==> src/rtl/defines.sv <==
// rtl/defines.sv - shared constants and enums for the collision detector
package defines;

    // Frames a collision kind stays masked after it has reported
    localparam int COOLDOWN_FRAMES = 4;
    localparam int COOLDOWN_W      = 3;

    // Collision kinds; the value doubles as the bit index into per-kind vectors
    typedef enum logic [2:0] {
        KIND_OBSTACLE = 3'd0,
        KIND_GOOD     = 3'd1,
        KIND_BAD      = 3'd2,
        KIND_BOTTOM   = 3'd3,
        KIND_CREDIT   = 3'd4
    } kind_t;

    localparam int KIND_NUM = 5;

    // Per-kind channel state
    typedef enum logic [1:0] {
        ST_IDLE = 2'd0,
        ST_HIT  = 2'd1,
        ST_COOL = 2'd2
    } chan_state_t;

endpackage

==> src/rtl/collision_channel.sv <==
// rtl/collision_channel.sv - one collision kind: frame accumulator, cooldown (COLLISION_COOLDOWN_EN), pulse register
module collision_channel
    import defines::*;
#(
    parameter int COOLDOWN_FRAMES = defines::COOLDOWN_FRAMES
) (
    input  logic clk,
    input  logic resetN,
    input  logic sof,
    input  logic pause,
    input  logic level_rst,
    input  logic overlap,
    input  logic allow,
    output logic fire,
    output logic pulse
);

    chan_state_t state_q, state_d;
    logic        acc_q, acc_d;
    logic        pulse_d;

`ifdef COLLISION_COOLDOWN_EN
    localparam logic [COOLDOWN_W-1:0] CD_LOAD = COOLDOWN_W'(COOLDOWN_FRAMES);

    logic [COOLDOWN_W-1:0] cooldown_q, cooldown_d;

    // State, accumulator, cooldown and pulse registers
    always_ff @(posedge clk or negedge resetN) begin
        if (!resetN) begin
            state_q    <= ST_IDLE;
            acc_q      <= 1'b0;
            cooldown_q <= '0;
            pulse      <= 1'b0;
        end else begin
            state_q    <= state_d;
            acc_q      <= acc_d;
            cooldown_q <= cooldown_d;
            pulse      <= pulse_d;
        end
    end

    // HIT means accumulated and not cooling, so it alone decides a report at the frame boundary
    always_comb begin
        fire       = sof && !level_rst && !pause && (state_q == ST_HIT) && allow;
        acc_d      = acc_q;
        cooldown_d = cooldown_q;
        pulse_d    = 1'b0;
        if (level_rst) begin
            acc_d      = 1'b0;
            cooldown_d = '0;
        end else if (pause) begin
            acc_d      = 1'b0;
        end else if (sof) begin
            acc_d   = overlap;
            pulse_d = fire;
            if (fire) begin
                cooldown_d = CD_LOAD;
            end else if (cooldown_q != '0) begin
                cooldown_d = cooldown_q - 3'd1;
            end
        end else begin
            acc_d = acc_q | overlap;
        end
        if (cooldown_d != '0) begin
            state_d = ST_COOL;
        end else if (acc_d) begin
            state_d = ST_HIT;
        end else begin
            state_d = ST_IDLE;
        end
    end
`else
    logic [COOLDOWN_W-1:0] unused_cooldown_cfg;
    assign unused_cooldown_cfg = COOLDOWN_W'(COOLDOWN_FRAMES);

    // State, accumulator and pulse registers
    always_ff @(posedge clk or negedge resetN) begin
        if (!resetN) begin
            state_q <= ST_IDLE;
            acc_q   <= 1'b0;
            pulse   <= 1'b0;
        end else begin
            state_q <= state_d;
            acc_q   <= acc_d;
            pulse   <= pulse_d;
        end
    end

    // Without cooldown every frame that saw an overlap reports at its closing boundary
    always_comb begin
        fire    = sof && !level_rst && !pause && (state_q == ST_HIT) && allow;
        acc_d   = acc_q;
        pulse_d = 1'b0;
        if (level_rst || pause) begin
            acc_d = 1'b0;
        end else if (sof) begin
            acc_d   = overlap;
            pulse_d = fire;
        end else begin
            acc_d = acc_q | overlap;
        end
        state_d = acc_d ? ST_HIT : ST_IDLE;
    end
`endif

endmodule

==> src/rtl/collision_detector.sv <==
// rtl/collision_detector.sv - per-frame ball collision pulses, optional cooldown via COLLISION_COOLDOWN_EN
module collision_detector
    import defines::*;
#(
    parameter int COOLDOWN_FRAMES = defines::COOLDOWN_FRAMES
) (
    input  logic clk,
    input  logic resetN,
    input  logic startOfFrame,
    input  logic pause,
    input  logic reset_level_pulse,
    input  logic ballDrawingRequest,
    input  logic obstacleDrawingRequest,
    input  logic obstacleGoodRequest,
    input  logic obstacleBadRequest,
    input  logic bottomDrawingRequest,
    input  logic creditDrawingRequest,
    output logic collisionBallObstacle,
    output logic collisionBallObstacleGood,
    output logic collisionBallObstacleBad,
    output logic collisionBallBottom,
    output logic collisionBallCredit
);

    logic                frame_seen;
    logic [KIND_NUM-1:0] overlap;
    logic [KIND_NUM-1:0] overlap_gated;
    logic [KIND_NUM-1:0] fire;
    logic [KIND_NUM-1:0] pulse;
    logic                unused_fire;

    assign unused_fire = ^{fire[KIND_GOOD], fire[KIND_BAD], fire[KIND_BOTTOM], fire[KIND_CREDIT]};

    // A partial frame before the first boundary after reset must not produce a report
    always_ff @(posedge clk or negedge resetN) begin
        if (!resetN) begin
            frame_seen <= 1'b0;
        end else if (startOfFrame) begin
            frame_seen <= 1'b1;
        end
    end

    // Per-pixel overlap of the ball with each object, gated until frames are aligned
    always_comb begin
        overlap                = '0;
        overlap[KIND_OBSTACLE] = ballDrawingRequest & obstacleDrawingRequest;
        overlap[KIND_GOOD]     = ballDrawingRequest & obstacleDrawingRequest & obstacleGoodRequest;
        overlap[KIND_BAD]      = ballDrawingRequest & obstacleDrawingRequest & obstacleBadRequest;
        overlap[KIND_BOTTOM]   = ballDrawingRequest & bottomDrawingRequest;
        overlap[KIND_CREDIT]   = ballDrawingRequest & creditDrawingRequest;
        overlap_gated          = overlap & {KIND_NUM{frame_seen | startOfFrame}};
    end

    // Good/bad may only report alongside a plain obstacle report
    collision_channel #(.COOLDOWN_FRAMES(COOLDOWN_FRAMES)) u_ch_obstacle (
        .clk       (clk),
        .resetN    (resetN),
        .sof       (startOfFrame),
        .pause     (pause),
        .level_rst (reset_level_pulse),
        .overlap   (overlap_gated[KIND_OBSTACLE]),
        .allow     (1'b1),
        .fire      (fire[KIND_OBSTACLE]),
        .pulse     (pulse[KIND_OBSTACLE])
    );

    collision_channel #(.COOLDOWN_FRAMES(COOLDOWN_FRAMES)) u_ch_good (
        .clk       (clk),
        .resetN    (resetN),
        .sof       (startOfFrame),
        .pause     (pause),
        .level_rst (reset_level_pulse),
        .overlap   (overlap_gated[KIND_GOOD]),
        .allow     (fire[KIND_OBSTACLE]),
        .fire      (fire[KIND_GOOD]),
        .pulse     (pulse[KIND_GOOD])
    );

    collision_channel #(.COOLDOWN_FRAMES(COOLDOWN_FRAMES)) u_ch_bad (
        .clk       (clk),
        .resetN    (resetN),
        .sof       (startOfFrame),
        .pause     (pause),
        .level_rst (reset_level_pulse),
        .overlap   (overlap_gated[KIND_BAD]),
        .allow     (fire[KIND_OBSTACLE]),
        .fire      (fire[KIND_BAD]),
        .pulse     (pulse[KIND_BAD])
    );

    collision_channel #(.COOLDOWN_FRAMES(COOLDOWN_FRAMES)) u_ch_bottom (
        .clk       (clk),
        .resetN    (resetN),
        .sof       (startOfFrame),
        .pause     (pause),
        .level_rst (reset_level_pulse),
        .overlap   (overlap_gated[KIND_BOTTOM]),
        .allow     (1'b1),
        .fire      (fire[KIND_BOTTOM]),
        .pulse     (pulse[KIND_BOTTOM])
    );

    collision_channel #(.COOLDOWN_FRAMES(COOLDOWN_FRAMES)) u_ch_credit (
        .clk       (clk),
        .resetN    (resetN),
        .sof       (startOfFrame),
        .pause     (pause),
        .level_rst (reset_level_pulse),
        .overlap   (overlap_gated[KIND_CREDIT]),
        .allow     (1'b1),
        .fire      (fire[KIND_CREDIT]),
        .pulse     (pulse[KIND_CREDIT])
    );

    assign collisionBallObstacle     = pulse[KIND_OBSTACLE];
    assign collisionBallObstacleGood = pulse[KIND_GOOD];
    assign collisionBallObstacleBad  = pulse[KIND_BAD];
    assign collisionBallBottom       = pulse[KIND_BOTTOM];
    assign collisionBallCredit       = pulse[KIND_CREDIT];

endmodule

==> config.mk <==
export PLATFORM = sky130hd
export DESIGN_NAME = collision_detector
export DESIGN_NICKNAME = d
export VERILOG_FILES = /design/src/rtl/defines.sv /design/src/rtl/collision_channel.sv /design/src/rtl/collision_detector.sv
export SDC_FILE = /design/constraint.sdc
export NUM_CORES = 1
export LEC_CHECK = 0
export BUFFER_PORTS_ARGS = -buffer_cell sky130_fd_sc_hd__buf_2
export CORE_AREA = 2 2 39 41
export DETAILED_ROUTE_END_ITERATION = 12
export DIE_AREA = 0 0 41 43
export PLACE_DENSITY_LB_ADDON = 0.3
export SETUP_SLACK_MARGIN = 0.15
export SLEW_MARGIN = 20
export SYNTH_ARGS = -nofsm -noshare
export SYNTH_HDL_FRONTEND = slang
export SYNTH_HIERARCHICAL = 1
export SYNTH_SLANG_ARGS = --single-unit
==> constraint.sdc <==
create_clock -name clk -period 0.9 [get_ports clk]
set_input_delay 0.045 -clock clk [delete_from_list [all_inputs] [get_ports clk]]
set_output_delay 0.045 -clock clk [all_outputs]
set_load 0.01 [all_outputs]
== After elaboration in Yosys (flattened, before gate mapping) ==
Cells that the tools add are included.
Storage, ports and cells
  flip-flop bits (word level): 16
Operators by class
  multiplexer cells: 25
  bitwise operators: 12
  equality and inequality tests: 5
  reduce and logical (&&, ||, !) cells: 12
Operator list (count)
  $mux 1: 25
  $logic_and 1x1->1: 9
  $or 1x1->1: 6
  $and 1x1->1: 5
  $and 5x5->5: 1
  $eq 1x1->1 const B: 5
  $logic_not 1->1: 2
  $logic_or 1x1->1: 1

== Logic depth before layout (Yosys ltp) ==
  depth in word-level cells: 7
  depth in mapped cells: 3
  mapped depth without buffers: 3

== Modules after synthesis ==
Netlist, hierarchy kept.
Modules (own cells, without submodules)
  collision_channel: area each 87.6 sq um, cells an instance 7, instances 5
  collision_detector: area each 87.6 sq um, cells an instance 8, instances 1

== Worst setup path after synthesis ==
OpenSTA, ideal clock, no wires.
  path kind: register to register
  from: reg frame_seen
  to: reg u_ch_bad.state_q[0]
  setup time: 0.119 ns
  stages on the path, launching flop included: 3
  arrival: 0.806 ns
  slack: -0.024 ns
  data required time: 0.781 ns
  clock period less this slack: 0.924 ns
  path through: dfrtp_1 > o2111a_1 > o21a_1
On the way
  word-level cells in the longest chain between the ends: 6
RTL lines
  start, declared: line collision_detector.sv:25  | logic frame_seen;
  start signal, assigned: line collision_detector.sv:37  | frame_seen <= 1'b0;
  start signal, assigned: line collision_detector.sv:39  | frame_seen <= 1'b1;
  $or 1x1->1 (*): line collision_detector.sv:51  | overlap_gated = overlap & {KIND_NUM{frame_seen | startOfFrame}};
  $and 5x5->5 (*): line collision_detector.sv:51
  via overlap_gated[2]: line collision_detector.sv:27  | logic [KIND_NUM-1:0] overlap_gated;
  $or 1x1->1: line collision_channel.sv:100  | acc_d = acc_q | overlap;
  $mux 1 (*): line collision_channel.sv:96  | end else if (sof) begin
  $mux 1 (*): line collision_channel.sv:94  | if (level_rst || pause) begin
  via u_ch_bad.acc_d: line collision_channel.sv:19  | logic acc_q, acc_d;
  $mux 1 (*): line collision_channel.sv:102  | state_d = acc_d ? ST_HIT : ST_IDLE;
  end signal, assigned: line collision_channel.sv:83  | state_q <= state_d;
  end, declared: line collision_channel.sv:18  | chan_state_t state_q, state_d;
Mark *: on every way through the listed nets, which the timed path passes. The rest lies on a longest branch.
A chain may end at the register's enable or synchronous reset.

== Final worst setup path ==
Ends and elaborated chain as after synthesis.

==> qor.txt <==
Tmin final: 0.9487 ns
Syn Inst Count: 39
Die Area: 1763 µm²
clock buffer count from CTS: 3
NumNets Final: 75
Critical Path AT: 1.11 ns
Max Clock Skew: 0.001672 ns
area grow syn2layout: 32.14%
antenna viol nets, final: 0
initial DRC count: 3
hold violation total from the final report: 0
leakage: 0.3371 nW
Site Rows: 14
GRT Total Usage: 0.1375
commonest cells after routing, fill and taps aside: 14 x buf_2, 10 x dfrtp_1, 6 x and4_1
Worst EP required: 1.06 ns
finished layout cell area: 648.1 µm²
total gr overflow: 0
clock share of power: 0.364
die span in x: 41 µm
IO Count: 16
Mapped Avg Cell Area: 12.58 µm²
area of the mapped netlist: 490.5 µm²
sequential power share: 0.538
FF+latch area: 276.5 µm²
Final GP Congestion: 0.6770
Die Ht: 43 µm
Worst setup EP type: flip-flop
Core ar.: 1384 µm²
clk slew on worst S/H paths: 0.07 ns
clk buf depth: 2
final setup vio count: 5
Post-Route WL: 938 µm
FMAX: 1.054 GHz
share of layout cells above drive strength 1: 0.3968
Multi-input gate area: 226.5 µm²
global-route met1 utilization: 0.1875
Pwr Total: 0.0009328 W
dpl ws: -0.04203 ns
WHS: 0.04815 ns
final setup margin: -0.04865 ns
antenna violations before repair: 0
crit-path cells: o2111a_1 > o21a_1
latest clock arrival within the worst-skew pair: 0.26 ns
crit path max-delay cell type: dfrtp_2
global-route wire length before repair: 1621 µm
via count: 365
DRT Pass-1 Iters: 4
logic gate share of total power: 0.097
most common cell after layout, fill and taps aside: buf_2
GRT busiest layer: met2
starting density of the core: 0.3544
drt wl/cell: 11.87 µm
pin count of the biggest net entering global routing: 18
DRC viols: 0
WP buf/inv: 0
area post-placement: 604.3 µm²
switching power: 0.0002215 W
antenna cells: 0
Num Clock Sinks: 11
vias in the first global route: 372
startpoint types: flip-flop
htree depth: 1
port bufs: 15
fin. max-slew vios: 0
status: complete, but fails checks
Syn. warnings: 6
GRT met3 Usage: 0.03141
root buffer cell: clkbuf_4
WS Path Type: reg -> reg
Worst path max stage delay: 0.44 ns
# fillers: 136
CTS tree: done
Final Core Density: 0.4684
crit-path max FO: 6
failing checks: negative setup slack
Via-to-Cell Ratio: 4.620
Tcrit/Tclk final: 1.054
sw frac: 0.2375
postcts setup bufs: 0
Pint: 0.0007113 W
CP top delay family: flip-flops
hold crit path type: in -> reg
RSZ-0062 raised after global routing: true
VDD IR-drop max: 0.0006216 V
GR met2 Demand/Resource: 0.1906
PwrDens: 1439 nW/µm²
# Max-Cap Violations: 0
## state kept, by name (all words and copies together) (netlist names)
name / flops
u_ch_bottom/pulse: 1
u_ch_good/state_q: 1
u_ch_bottom/state_q: 1
u_ch_credit/state_q: 1
u_ch_credit/pulse: 1
frame_seen: 1
u_ch_bad/state_q: 1
u_ch_good/pulse: 1
u_ch_bad/pulse: 1
u_ch_obstacle/pulse: 1
u_ch_obstacle/state_q: 1
## cell type report
cell class / instances / share of cell area
multi-input combinational: 31 / 0.3494
timing repair buffer: 17 / 0.1525
clock buffer: 4 / 0.04054
sequential: 11 / 0.4266
tap: 16 / 0.03089
## through the flow
stage	instances	TNS [ns]
after detailed placement	74	-0.1327
after floorplan	42	0
after global placement	74	-0.06888
after CTS	79	-0.2090
final	79	-0.1968
after global routing	79	-0.3100
## what timing repair did
item | 4_1_cts | 5_1_grt
pin swaps | 4 | 2
endpoints found under the setup margin | 13 | 13
hold buffers | 1 | 0
endpoints found under the hold margin | 11 | 0
gates resized for setup | 0 | 2
## worst paths after layout
| path | startpoint | endpoint | slack, ns | depth (start not counted) |
|---|---|---|---|---|
| max | frame_seen | u_ch_bad/state_q[0] | -0.05 | 2 |
| min | pause | u_ch_obstacle/state_q[0] | 0.05 | 3 |
| max reg2reg | frame_seen | u_ch_bad/state_q[0] | -0.05 | 2 |
| min reg2reg | u_ch_bottom/state_q[0] | u_ch_bottom/pulse | 0.53 | 1 |
| max in group asynchronous | resetN | frame_seen | 0.51 | 2 |
| min in group asynchronous | resetN | u_ch_bad/pulse | 0.17 | 2 |
## layer usage
metal | routed length (µm) | up-vias
met5 | 0 | -
met4 | 0 | 0
met3 | 37 | 0
met2 | 463 | 8
met1 | 437 | 167
li1 | - | 190
## power groups by stage
stage | registers (W) | logic (W) | clock network (W)
2_1_floorplan | 0.000512 | 0.0000283 | 0
3_3_place_gp | 0.000512 | 0.0000885 | 0
3_5_place_dp | 0.000512 | 0.0000889 | 0
4_1_cts | 0.000502 | 0.0000925 | 0.000359
5_1_grt | 0.000503 | 0.000104 | 0.000395
6_report | 0.000502 | 0.0000907 | 0.000340
## worst min-delay path, cell delays in order
cell and delay (ns):
buf_2 0.09, nor2_2 0.05, o21a_1 0.09
Power figures use the tool's default switching activity.
